### src/rtl/sdram_playback_reader.sv
// sdram_playback_reader: credit-limited Avalon-MM burst reader feeding a show-ahead sample FIFO.
module sdram_playback_reader #(
    parameter int FIFO_DEPTH = 16
) (
    input  logic        Clk,
    input  logic        Reset,
    input  logic        Start,
    input  logic        Stop,
    input  logic        Loop,
    input  logic [24:0] Base_Address,
    input  logic [24:0] Length,
    output logic        Avalon_ChipEnable,
    output logic [1:0]  Avalon_ByteEnable,
    output logic [24:0] Avalon_Address,
    output logic        Avalon_Read,
    input  logic        Avalon_WaitRequest,
    input  logic [15:0] Avalon_ReadData,
    input  logic        Avalon_ReadDataValid,
    output logic [15:0] Sample_Data,
    output logic        Sample_Valid,
    input  logic        Sample_Ready,
    output logic        Busy,
    output logic        Underflow
);
    localparam int AW = $clog2(FIFO_DEPTH);
    localparam int CW = AW + 2;
    typedef enum logic [1:0] {IDLE, READ, DONE, FLUSH} state_t;
    state_t state_q, state_d;
    logic [24:0] addr_q, addr_d, base_q, base_d, len_q, len_d, idx_q, idx_d;
    logic loop_q, loop_d, read_q, read_d, stop_pend_q, stop_pend_d, underflow_q, underflow_d;
    logic [AW:0] out_q, out_d, cnt_q, cnt_d;
    logic [AW-1:0] wr_ptr_q, wr_ptr_d, rd_ptr_q, rd_ptr_d;
    logic [15:0] mem [FIFO_DEPTH];
    logic accept, ret, push, pop, start_ok, last, credit_ok;
    always_comb begin
        state_d     = state_q;
        addr_d      = addr_q;
        base_d      = base_q;
        len_d       = len_q;
        idx_d       = idx_q;
        loop_d      = loop_q;
        read_d      = read_q;
        stop_pend_d = stop_pend_q;
        accept      = read_q & ~Avalon_WaitRequest;
        ret         = Avalon_ReadDataValid & (out_q != '0);
        push        = ret & (state_q != FLUSH);
        pop         = (cnt_q != '0) & Sample_Ready;
        start_ok    = (state_q == IDLE) & Start & ~Stop & (Length != '0);
        last        = idx_q == len_q - 25'd1;
        out_d       = out_q + (AW+1)'(accept) - (AW+1)'(ret);
        cnt_d       = cnt_q + (AW+1)'(push) - (AW+1)'(pop);
        wr_ptr_d    = wr_ptr_q + AW'(push);
        rd_ptr_d    = rd_ptr_q + AW'(pop);
        // Credit covers both in-flight reads and buffered words so returns always fit.
        credit_ok   = ({1'b0, out_d} + {1'b0, cnt_d}) < CW'(FIFO_DEPTH);
        underflow_d = start_ok ? 1'b0 : underflow_q | ((state_q == READ) & Sample_Ready & (cnt_q == '0));
        case (state_q)
            IDLE: if (start_ok) begin
                state_d     = READ;
                read_d      = 1'b1;
                addr_d      = Base_Address;
                base_d      = Base_Address;
                len_d       = Length;
                loop_d      = Loop;
                idx_d       = '0;
                stop_pend_d = 1'b0;
            end
            READ: if (accept) begin
                addr_d = (last & loop_q) ? base_q : addr_q + 25'd1;
                idx_d  = last ? '0 : idx_q + 25'd1;
                if (stop_pend_q | Stop) begin
                    read_d  = 1'b0;
                    state_d = FLUSH;
                end else if (last & ~loop_q) begin
                    read_d  = 1'b0;
                    state_d = DONE;
                end else
                    read_d = credit_ok;
            end else if (read_q)
                stop_pend_d = stop_pend_q | Stop;
            else if (Stop)
                state_d = FLUSH;
            else
                read_d = credit_ok;
            DONE: state_d = Stop ? FLUSH : ((out_d == '0) & (cnt_d == '0)) ? IDLE : DONE;
            FLUSH: state_d = (out_d == '0) ? IDLE : FLUSH;
            default: ;
        endcase
        if (state_d == FLUSH) begin
            cnt_d    = '0;
            wr_ptr_d = '0;
            rd_ptr_d = '0;
        end
    end
    always_ff @(posedge Clk) begin
        if (Reset) begin
            state_q     <= IDLE;
            addr_q      <= '0;
            base_q      <= '0;
            len_q       <= '0;
            idx_q       <= '0;
            loop_q      <= 1'b0;
            read_q      <= 1'b0;
            stop_pend_q <= 1'b0;
            underflow_q <= 1'b0;
            out_q       <= '0;
            cnt_q       <= '0;
            wr_ptr_q    <= '0;
            rd_ptr_q    <= '0;
        end else begin
            state_q     <= state_d;
            addr_q      <= addr_d;
            base_q      <= base_d;
            len_q       <= len_d;
            idx_q       <= idx_d;
            loop_q      <= loop_d;
            read_q      <= read_d;
            stop_pend_q <= stop_pend_d;
            underflow_q <= underflow_d;
            out_q       <= out_d;
            cnt_q       <= cnt_d;
            wr_ptr_q    <= wr_ptr_d;
            rd_ptr_q    <= rd_ptr_d;
        end
    end
    always_ff @(posedge Clk) begin
        if (push)
            mem[wr_ptr_q] <= Avalon_ReadData;
    end
    assign Avalon_ChipEnable = 1'b1;
    assign Avalon_ByteEnable = 2'b11;
    assign Avalon_Address    = addr_q;
    assign Avalon_Read       = read_q;
    assign Sample_Data       = mem[rd_ptr_q];
    assign Sample_Valid      = cnt_q != '0;
    assign Busy              = state_q != IDLE;
    assign Underflow         = underflow_q;
endmodule
### config.mk
export PLATFORM = sky130hd
export DESIGN_NAME = sdram_playback_reader
export DESIGN_NICKNAME = d
export VERILOG_FILES = /design/src/rtl/sdram_playback_reader.sv
export SDC_FILE = /design/constraint.sdc
export NUM_CORES = 1
export LEC_CHECK = 0
export BUFFER_PORTS_ARGS = -buffer_cell sky130_fd_sc_hd__buf_2
export CAP_MARGIN = 10
export CORE_ASPECT_RATIO = 0.7
export CORE_MARGIN = 2
export CORE_UTILIZATION = 50
export CTS_BUF_LIST = sky130_fd_sc_hd__clkbuf_4 sky130_fd_sc_hd__clkbuf_8 sky130_fd_sc_hd__clkbuf_16
export CTS_CLUSTER_DIAMETER = 80
export DETAILED_ROUTE_END_ITERATION = 10
export PLACE_DENSITY = 0.68
export REMOVE_ABC_BUFFERS = 1
export SYNTH_ARGS = -nofsm -noshare
export SYNTH_HDL_FRONTEND = slang
export SYNTH_SLANG_ARGS = --single-unit
### constraint.sdc
create_clock -name Clk -period 7.55 [get_ports Clk]
set_clock_uncertainty 0.2 [all_clocks]
set_input_delay 1.1325 -clock Clk [delete_from_list [all_inputs] [get_ports Clk]]
set_output_delay 1.1325 -clock Clk [all_outputs]
set_load 0.01 [all_outputs]
==> key figures, run 1 <==
Detailed routing
  • DR WL/cell: around 22 um
  • Vias: about 11000
  • DR DRC count: 0
  • Routed Antenna Nets: 0
  • Initial DRC count: 955
  • Drt total wl: 41700 um
  • First-pass detailed-route iteration total: 5
  • Routed vias/inst: a little under 6

Global route
  • Vias in the first global route: 10938
  • First-pass GRT wire length: approximately 66000 um
  • Pin count of the biggest net entering global routing: 75
  • Total GRT Usage: a little under a quarter
  • Total grt overflow: 0
  • Initial antenna violation count: 2

Floorplanning
  • # IOs: 122
  • Die X: ~230 um
  • FP Rows: 56
  • Die height: 159 um
  • Die area: between 30000 and 40000 um^2
  • Core area: 33700 um^2
  • Initial core utilization: between 50% and 60%

Timing
  • Final hold vios: 0
  • Worst rel slew slack: about a quarter
  • Worst-margin pin slew: between 1000 and 1500 ps
  • Fin. max-slew vios: 0
  • Highest achievable clock rate: about 210 MHz
  • Unrepaired setup endpoints after global routing: no
  • Hold slack: 255 ps
  • Period Utilization, post-route: 61.9%
  • Sum of negative setup slack: 0 ps
  • Final setup viols: 0
  • Post-route minimum period: 4680 ps

Logic synthesis
  • Multiplexer share of the synthesized area: between 10 and 15%
  • Post-synthesis compound-gate area fraction: ~7.5%
  • Syn Area/Cell: approximately 13 um^2
  • Top_reg_cell synth: edfxtp_1
  • Largest area contributor in the netlist: edfxtp_1
  • Distinct cells, synth: 86
  • EDFF count, synth: about 260
  • Yosys warns: 0
  • Synth cell count leaders: edfxtp_1 (256), nand2_1 (154), dfxtp_1 (124)
  • Mapped Cells: 1327
  • Yosys top cell area share: roughly 45%
  • Top-count cell post-synth: edfxtp_1
  • Synth Area in Adders: roughly 1.9%
  • Yosys reg bits: 380
  • Seq/Total Area, Yosys: 59.0%
  • Largest family of logic cells by synthesized area: simple AND/OR/NAND/NOR gates
  • Largest cells by area after synthesis: edfxtp_1 (45%), dfxtp_1 (14%), mux4_2 (10%)
  • Post-Synth XOR/XNOR Area: approximately 3.3%
  • Synthesized-area fraction occupied by and/or/nand/nor cells: a little over an eighth
  • Asr flop ratio synth: 0%
  • Mapped Area: around 17000 um^2

Clock network
  • CTS Buf Count: 38
  • Hold_buf cts: 0
  • Buffer count from post-CTS setup fixing: 0
  • Clk slew on worst S/H paths: 70 ps
  • Total number of H-tree levels: 2
  • CTS max path bufs: 3
  • Post-CTS sizing: 0
  • CTS sink cnt: 380
  • Worst skew pair latency: ~540 ps
  • CTS tree: yes
  • Root buffer cell: clkbuf_16

Setup path
  • Critical path class: register to output pin
  • Setup crit end kind: output pin
  • CP max-delay cell: dfxtp_4
  • Max incr delay on CP: between 900 and 1000 ps
  • R2R cell count: 8
  • WP data required: 6220 ps
  • Crit path DAT: 3340 ps
  • CP Max Fanout: 43
  • CP Cell Sequence: buf_4, mux4_2, mux4_2, buf_2
  • Worst path depth: 4
  • Most used cell, CP: mux4_2
  • Critical path buffers and inverters: 2
  • Startpoint types: register
  • Worst path top cell family by delay: multiplexers

Min path
  • Worst Hold Class: register to register
  • WHS Path Cells: 2

Power
  • Total Power: ~5.8 mW
  • Worst vdd ir: ~0.15 mV
  • Sw frac: ~29%
  • Clock power share: around a third
  • Logic pwr share: about a quarter
  • Pwr Density: a little under 300 nW/um^2
  • Reg power frac: 43.0%
  • Sw power: 1.69 mW
  • Leak Pwr: 6.72 nW
  • Internal power: 4.13 mW

Outcome
  • Status: completed

Place
  • Number of port buffers: between 100 and 150
  • Post-DP Area: about 18000 um^2
  • Final HPWL DP: ~26000 um
  • Routability Congestion: between 0.8 and 0.9

Flow run
  • Max-cap violations: 0

Final layout
  • Fin area: slightly below 20000 um^2
  • Layout cell share with drive strength beyond 1: between 20 and 25%
  • Synth-to-Final Area Change: 13.7%
  • Final #Nets: around 1500
## power by group through the flow
stage          combinational, mW  sequential (mW)  clock, mW
3_3_place_gp                1.35             2.54          0
2_1_floorplan              0.967             2.55          0
5_1_grt                     1.52             2.52       2.05
6_report                    1.39             2.50       1.93
3_5_place_dp                1.38             2.54          0
4_1_cts                     1.40             2.50       1.96
## registers in the layout, indices dropped and copies added (netlist names)
signal and flops:
state_q 2, wr_ptr_q 4, rd_ptr_q 4, base_q 25, len_q 25, Avalon_Read 1
Underflow 1, Avalon_Address 25, idx_q 25, stop_pend_q 1, out_q 5, loop_q 1
cnt_q 5, mem 256
## path summary, 6_finish.rpt
kind	start	end	slack, ps
worst max-delay path	rd_ptr_q[0]	Sample_Data[4]	2870
worst min register to register	base_q[0]	base_q[0]	260
worst max register to register	len_q[0]	Avalon_Address[10]	3180
worst min-delay path	base_q[0]	base_q[0]	260
## routing by layer
layer | GRT usage (%) | wire length [um] | vias up
li1 | - | - | 5268
met1 | 37.1 | 19700 | 5732
met2 | 34.4 | 18200 | 403
met3 | 5.46 | 3410 | 38
met4 | 3.88 | 427 | 2
met5 | 0 | 13 | -
## worst min-delay path, stage by stage (launching register included)
cell	delay (ps)
dfxtp_1	300
nand2_1	50
a21oi_1	50
## cell type report
type                       instances  area (um^2)
clock buffer                      47         1040
sequential                       380        10200
antenna                            1         2.50
timing repair buffer             147          808
tap                              464          581
clock inverter                    23          238
fill                            2669        14100
multi-input combinational        842         6650
inverter                          27          101
## cell families (layout without fill, tap and decap cells)
family	after synthesis	count (layout)
AND/OR/NAND/NOR	443	443
flip-flops	380	380
AO/OA/AOI/OAI	192	192
multiplexers	115	115
buffers and inverters	107	244
XOR/XNOR	64	64
adder cells (fa/ha/maj)	25	25
other	1	4
## through the flow
step           utilization [%]  instances  setup WS [ps]
4_1_cts                   58.1       1930           2760
2_1_floorplan                -       1249           -659
3_3_place_gp              54.4       1860           3090
3_5_place_dp              54.4       1860           2890
6_report                  58.1       1931           2870
5_1_grt                   58.1       1930           2620
## cell usage in the layout (no fill, tap or decap), types with 34 or more instances in the layout
| cell type | Yosys | final |
|---|---|---|
| mux4_2 | 80 | 80 |
| edfxtp_1 | 256 | 256 |
| buf_2 | 3 | 118 |
| clkbuf_16 | 0 | 38 |
| nand2_1 | 154 | 154 |
| dfxtp_1 | 124 | 122 |
| mux2i_1 | 34 | 34 |
| nand3_1 | 38 | 38 |
| xnor2_1 | 44 | 44 |
| nor2_1 | 93 | 81 |
| a21oi_1 | 69 | 69 |
Power figures use the tool's default switching activity.
==> run 2, diff against run 1 <==
Settings changed: ABC_AREA from default to 1.
Clock period 7.55 ns to 4.72 ns, I/O delays scaled along.
==> run 2 against run 1 <==
Die area up 4.6%. Wire length up 6.6%. Critical endpoint is now Avalon_Read. Synthesized cell count is 41% higher. Via count grew 18%. Worst hold slack worse by 32 ps. Utilization fell by 0.87 points. Non-clock buffer count increased by 5. Clock power up 60%. Sequential power up 60%. Largest power group unchanged. Count of clock-buffer cells in the layout up 8. Area after synthesis grew 4.7%. First-iteration DRC count is 38% higher.
==> key figures, run 2 <==
Outcome
  • Status: completed (unchanged)

Logic synthesis
  • Yosys top cell area share: 42.6% (was 44.6%)
  • Largest cells by area after synthesis: edfxtp_1 (43%), dfxtp_1 (14%), inv_1 (4.9%) (was edfxtp_1 (45%), dfxtp_1 (14%), mux4_2 (10%))
  • Yosys reg bits: 380 (unchanged)
  • Top_reg_cell synth: edfxtp_1 (unchanged)
  • Distinct cells, synth: 55 (was 86)
  • Seq/Total Area, Yosys: 56.4% (was 59.0%)
  • Yosys warns: 0 (unchanged)
  • Syn Area/Cell: 9.67 um^2 (was 13.0 um^2)
  • Top-count cell post-synth: edfxtp_1 (unchanged)
  • Mapped Area: 18000 um^2 (was 17200 um^2)
  • Asr flop ratio synth: 0% (unchanged)
  • Largest area contributor in the netlist: edfxtp_1 (unchanged)
  • Mapped Cells: 1865 (was 1327)
  • Synth cell count leaders: edfxtp_1 (256), inv_1 (235), nand2_1 (222) (was edfxtp_1 (256), nand2_1 (154), dfxtp_1 (124))
  • EDFF count, synth: 256 (unchanged)

Timing
  • Worst-margin pin slew: 888 ps (was 1100 ps)
  • Post-route minimum period: approximately 4000 ps
  • Unrepaired setup endpoints after global routing: no (unchanged)
  • Highest achievable clock rate: between 200 and 300 MHz
  • Setup ws final: 770 ps (was 2870 ps)
  • Worst rel slew slack: 40.7% (was 26.7%)
  • Period Utilization, post-route: 83.7%
  • Final hold vios: 0 (unchanged)
  • Fin. max-slew vios: 0 (unchanged)
  • Sum of negative setup slack: 0 ps (unchanged)
  • Final setup viols: 0 (unchanged)

Setup path
  • Crit path DAT: 4230 ps (was 3340 ps)
  • Critical path class: register to register (was register to output pin)
  • CP Max Fanout: 3 (was 43)
  • WP data required: 5000 ps (was 6220 ps)
  • Startpoint types: register (unchanged)
  • Setup crit end kind: register (was output pin)

Detailed routing
  • Drt total wl: 44500 um (was 41700 um)
  • First-pass detailed-route iteration total: 5 (unchanged)
  • Routed Antenna Nets: 0 (unchanged)
  • Initial DRC count: 1319 (was 955)
  • DR DRC count: 0 (unchanged)
  • Vias: 13504 (was 11443)
  • Routed vias/inst: 5.45 (was 5.93)
  • DR WL/cell: 17.9 um (was 21.6 um)

Place
  • Number of port buffers: 118 (unchanged)
  • Post-Place Worst Slack: 652 ps (was 2890 ps)
  • Routability Congestion: 0.951 (was 0.890)
  • Final HPWL DP: 28300 um (was 25700 um)

Clock network
  • Root buffer cell: clkbuf_16 (unchanged)
  • Worst skew pair latency: 540 ps (about the same)
  • Hold_buf cts: 0 (unchanged)
  • Post-CTS sizing: 0 (unchanged)
  • CTS max path bufs: 3 (unchanged)
  • CTS Buf Count: 39 (was 38)
  • Buffer count from post-CTS setup fixing: 0 (unchanged)
  • Total number of H-tree levels: 2 (unchanged)
  • CTS sink cnt: 380 (unchanged)
  • Clk slew on worst S/H paths: 60 ps (was 70 ps)
  • CTS tree: yes (unchanged)

Floorplanning
  • Die X: 231 um (was 226 um)
  • Die height: 163 um (was 159 um)
  • Die area: 37600 um^2 (was 36000 um^2)
  • FP Rows: 58 (was 56)
  • Initial core utilization: 50.5% (was 51.1%)
  • Core area: 35700 um^2 (was 33700 um^2)
  • # IOs: 122 (unchanged)

Global route
  • Total GRT Usage: 23.8% (about the same)
  • First-pass GRT wire length: 70200 um (was 65600 um)
  • Pin count of the biggest net entering global routing: 81 (was 75)
  • Grt met2 use: 35.7% (was 34.4%)
  • Vias in the first global route: 12767 (was 10938)
  • Busiest grt layer: met1 (unchanged)
  • Total grt overflow: 0 (unchanged)
  • GR Layer Usage met3: 4.04% (was 5.46%)
  • GR Layer Usage met1: 35.8% (was 37.1%)
  • Initial antenna violation count: 3 (was 2)

Final layout
  • Synth-to-Final Area Change: 13.3% (was 13.7%)
  • Layout cell share with drive strength beyond 1: 14.7% (was 24.0%)
  • Reg area: 10200 um^2 (about the same)
  • Final #Nets: 2068 (was 1535)
  • Multi-input logic area: 6620 um^2 (was 6650 um^2)
  • Fill cells: 3090 (was 2669)
  • Most frequent cells in the layout: edfxtp_1 (256), inv_1 (234), nand2_1 (222) (was edfxtp_1 (256), nand2_1 (154), dfxtp_1 (122))
  • Max FFs per register: 256 (unchanged)
  • Largest reg by FF count: mem (unchanged)
  • Most common cell after layout, fill and taps aside: edfxtp_1 (unchanged)

Power
  • Worst vdd ir: 0.324 mV (was 0.151 mV)
  • Leak Pwr: 7.89 nW (was 6.72 nW)
  • Pwr Density: 487 nW/um^2 (was 297 nW/um^2)

Flow run
  • Max-cap violations: 0 (unchanged)

Min path
  • Worst Hold Class: primary input to register (was register to register)
-- run 2: path summary, 6_finish.rpt --
kind                    start     endpoint  slack, ps  depth (start not counted)
max                  cnt_q[3]  Avalon_Read        770                         22
min          Base_Address[23]   base_q[23]        220                          3
max reg2reg          cnt_q[3]  Avalon_Read        770                         22
min reg2reg        base_q[22]   base_q[22]        250                          2
-- run 2: power by group --
part           internal (mW)  switching (mW)  leakage [nW]
Sequential              3.78           0.210          3.33
Clock                   1.78            1.31         0.645
Combinational           1.08            1.79          3.92
Total                   6.65            3.31          7.89
-- run 2: logic make-up (layout without fill, tap and decap cells) --
| kind of cell | Yosys count | in the layout | share of synthesized area (%) |
|---|---|---|---|
| other cells | 1 | 5 | 0.0208 |
| xor+xnor | 58 | 58 | 2.86 |
| compound gates | 433 | 433 | 13.3 |
| flops | 380 | 380 | 56.4 |
| buf+inv | 331 | 462 | 7.24 |
| mux | 64 | 64 | 3.55 |
| simple gates | 573 | 573 | 14.9 |
| fa+ha+maj | 25 | 25 | 1.82 |
-- run 2: metrics by stage --
stage | power [mW] | std cells | instance area [um^2] | utilization [%] | hold WS, ps
floorplan | 6.15 | 1776 | 17600 | - | 232
global placement | 6.85 | 2408 | 19200 | 53.7 | 241
detailed placement | 6.91 | 2408 | 19200 | 53.7 | 242
CTS | 10.0 | 2478 | 20400 | 57.3 | 208
global route | 10.5 | 2478 | 20400 | 57.3 | 235
finish | 9.96 | 2480 | 20400 | 57.3 | 223
-- run 2: worst max-delay path: stages, from the launching register on --
cell	delay (ps)
dfxtp_1	320
inv_1	80
ha_1	140
inv_1	40
nor4_1	370
nor2_1	140
ha_1	300
inv_1	40
ha_1	200
fa_1	400
a21oi_1	160
o21bai_1	90
xor2_1	350
inv_1	100
ha_1	290
nor3_1	170
o21a_1	160
nand2_1	50
nand2_1	50
nand2_1	40
nand3_1	70
nand3_1	70
inv_1	70
-- run 2: layout make-up --
| type | instances | share of cell area [%] |
|---|---|---|
| Sequential cell | 380 | 49.8 |
| Multi-Input combinational cell | 1156 | 32.4 |
| Clock buffer | 55 | 5.68 |
| Inverter | 240 | 4.41 |
| Timing Repair Buffer | 152 | 4.26 |
| Tap cell | 480 | 2.94 |
| Clock inverter | 15 | 0.575 |
| Antenna cell | 2 | 0.0245 |
-- run 2: metal layers --
| layer | share of wire, % | routed length (um) | up-vias |
|---|---|---|---|
| met2 | 43 | 19200 | 445 |
| met3 | 7.5 | 3330 | 59 |
| met1 | 48 | 21300 | 6368 |
| met5 | 0.061 | 27 | - |
| li1 | - | - | 6628 |
| met4 | 1.6 | 698 | 4 |
==> run 3, diff against run 2 <==
Settings changed: PLACE_DENSITY 0.68 to 0.71.
Clock period 4.72 ns to 3.5 ns, I/O delays scaled along.
==> run 3 against run 2 <==
Sequential power up 37%. Flip-flop and latch count did not move. Sequential share of layout area down 1.4 points. Via count grew 2.4%. Critical endpoint unchanged. Cell area up 3.0%. Largest cell class unchanged. Maximum frequency grew 15%. Critical path depth unchanged. Utilization grew 1.7 points. Worst setup slack worse by 710 ps. Wire length increased by 1.8%. Final cell count grew 1.3%. Largest power group unchanged.
==> key figures, run 3 (synthesis results as in run 2) <==
Outcome
  • Status: completed (unchanged)

Timing
  • Final setup viols: 0 (unchanged)
  • Fin. max-slew vios: 0 (unchanged)
  • Unrepaired setup endpoints after global routing: yes (was no)
  • Final hold vios: 0 (unchanged)
  • Post-route minimum period: 3440 ps (was 3950 ps)
  • Sum of negative setup slack: 0 ps (unchanged)
  • Setup ws final: 56.1 ps (was 770 ps)
  • Worst-margin pin slew: 909 ps (was 888 ps)
  • Worst rel slew slack: 39.4% (was 40.7%)
  • Highest achievable clock rate: 290 MHz (was 253 MHz)
  • Period Utilization, post-route: 98.4% (was 83.7%)

Global route
  • Pin count of the biggest net entering global routing: 65 (was 81)
  • First-pass GRT wire length: 70300 um (was 70200 um)
  • Vias in the first global route: 13093 (was 12767)
  • Total GRT Usage: 23.9% (was 23.8%)
  • Total grt overflow: 0 (unchanged)
  • Initial antenna violation count: 3 (unchanged)

Power
  • Worst vdd ir: 0.479 mV (was 0.324 mV)
  • Leak Pwr: 8.12 nW (was 7.89 nW)
  • Pwr Density: 679 nW/um^2 (was 487 nW/um^2)
  • Total Power: 14.3 mW (was 9.96 mW)

Final layout
  • Fill cells: 2994 (was 3090)
  • Synth-to-Final Area Change: 16.7% (was 13.3%)
  • Final #Nets: 2102 (was 2068)
  • Non-filler instance count after layout: 2511 (was 2480)
  • Largest reg by FF count: mem (unchanged)
  • Max FFs per register: 256 (unchanged)
  • Reg area: 10200 um^2 (about the same)
  • Most frequent cells in the layout: edfxtp_1 (256), inv_1 (226), nand2_1 (221) (was edfxtp_1 (256), inv_1 (234), nand2_1 (222))
  • Layout cell share with drive strength beyond 1: 17.7% (was 14.7%)
  • Final core utilization: 59.0% (was 57.3%)
  • Most common cell after layout, fill and taps aside: edfxtp_1 (unchanged)
  • Multi-input logic area: 6800 um^2 (was 6620 um^2)

Setup path
  • Worst path top cell family by delay: adder cells (unchanged)
  • CP Max Fanout: 2 (was 3)
  • Startpoint types: register (unchanged)
  • WP data required: 3790 ps (was 5000 ps)
  • Critical path class: register to register (unchanged)
  • CP max-delay cell: fa_2 (was fa_1)
  • Most used cell, CP: ha_4 (was inv_1)
  • Max incr delay on CP: 360 ps (was 400 ps)
  • Critical path buffers and inverters: 5 (unchanged)
  • Crit path DAT: 3740 ps (was 4230 ps)
  • Setup crit end kind: register (unchanged)
  • CP Cell Sequence: inv_2, ha_4, inv_2, nor4_4, nor2_2, ha_4, inv_2, ha_4, fa_2, a21oi_2, o21bai_1, xor2_1, inv_1, ha_4, nor3_2, o21a_1, nand2_1, nand2_1, nand2_1, nand3_1, nand3_1, inv_1 (was inv_1, ha_1, inv_1, nor4_1, nor2_1, ha_1, inv_1, ha_1, fa_1, a21oi_1, o21bai_1, xor2_1, inv_1, ha_1, nor3_1, o21a_1, nand2_1, nand2_1, nand2_1, nand3_1, nand3_1, inv_1)

Clock network
  • CTS sink cnt: 380 (unchanged)
  • CTS max path bufs: 3 (unchanged)
  • Root buffer cell: clkbuf_16 (unchanged)
  • Worst skew pair latency: 540 ps (about the same)
  • Clk slew on worst S/H paths: 70 ps (was 60 ps)
  • Total number of H-tree levels: 2 (unchanged)
  • CTS tree: yes (unchanged)
  • CTS Buf Count: 38 (was 39)

Detailed routing
  • DR WL/cell: 18.0 um (was 17.9 um)
  • Vias: 13830 (was 13504)
  • DR DRC count: 0 (unchanged)
  • Initial DRC count: 1433 (was 1319)
  • Routed Antenna Nets: 0 (unchanged)
  • Drt total wl: 45300 um (was 44500 um)
  • Routed vias/inst: 5.51 (was 5.45)
  • First-pass detailed-route iteration total: 6 (was 5)

Floorplanning
  • Initial core utilization: 50.5% (unchanged)
  • Die X: 231 um (unchanged)
  • Die area: 37600 um^2 (unchanged)
  • FP Rows: 58 (unchanged)
  • Die height: 163 um (unchanged)
  • # IOs: 122 (unchanged)
  • Core area: 35700 um^2 (unchanged)

Place
  • Number of port buffers: 118 (unchanged)
  • Post-Place Worst Slack: -203 ps (was 652 ps)
  • Final HPWL DP: 29500 um (was 28300 um)
  • Routability Congestion: 0.898 (was 0.951)
  • Inst Count DP: 2437 (was 2408)

Min path
  • Worst Hold Class: primary input to register (unchanged)

Flow run
  • Max-cap violations: 0 (unchanged)
==> run 3: final cells by class <==
type                            instances  area share (%)
Inverter                              240            4.28
Antenna cell                            3          0.0357
Sequential cell                       380            48.4
Tap cell                              480            2.85
Multi-Input combinational cell       1156            32.3
Timing Repair Buffer                  187            5.92
Clock buffer                           48            5.02
Clock inverter                         17            1.24
==> run 3: where the power goes <==
part           total (mW)  switching, mW  internal (mW)  leakage (nW)
Sequential           5.46          0.351           5.11          3.33
Clock                4.33           1.75           2.59         0.654
Combinational        4.51           2.61           1.90          4.13
==> run 3: worst paths after layout <==
path	slack (ps)	depth (start not counted)	to	start
min	50	3	base_q[21]	Base_Address[21]
max	60	22	Avalon_Read	cnt_q[2]
max reg2reg	60	22	Avalon_Read	cnt_q[2]
min reg2reg	250	2	base_q[18]	base_q[18]
==> run 3: per-stage QoR <==
step / hold WS [ps] / area, um^2
finish: 46.7 / 21100
global route: 73.2 / 21000
floorplan: 232 / 17600
detailed placement: 248 / 19500
global placement: 240 / 19500
CTS: 29.5 / 20800
==> run 3: timing repair <==
item,in CTS,in global routing
setup buffers,0,5
hold buffers,0,0
gates resized for setup,4,43
setup endpoints to repair,9,14
gates cloned,0,1
pin swaps,4,16
==> run 3: layer usage <==
metal	vias to the layer above	GRT usage (%)	routed length, um	part of all wire, %
li1	6690	-	-	-
met1	6583	35.3	21300	47
met2	486	35.3	19100	42
met3	69	4.88	3820	8.4
met4	2	6.69	980	2.2
met5	-	1.17	57	0.13
==> run 3: tightest hold or removal path: cells and delay by family <==
family | cells | cell delay (ps)
and+or+nand+nor | 1 | 70
AOI/OAI and AO/OA | 1 | 60
buffers and inverters | 1 | 90
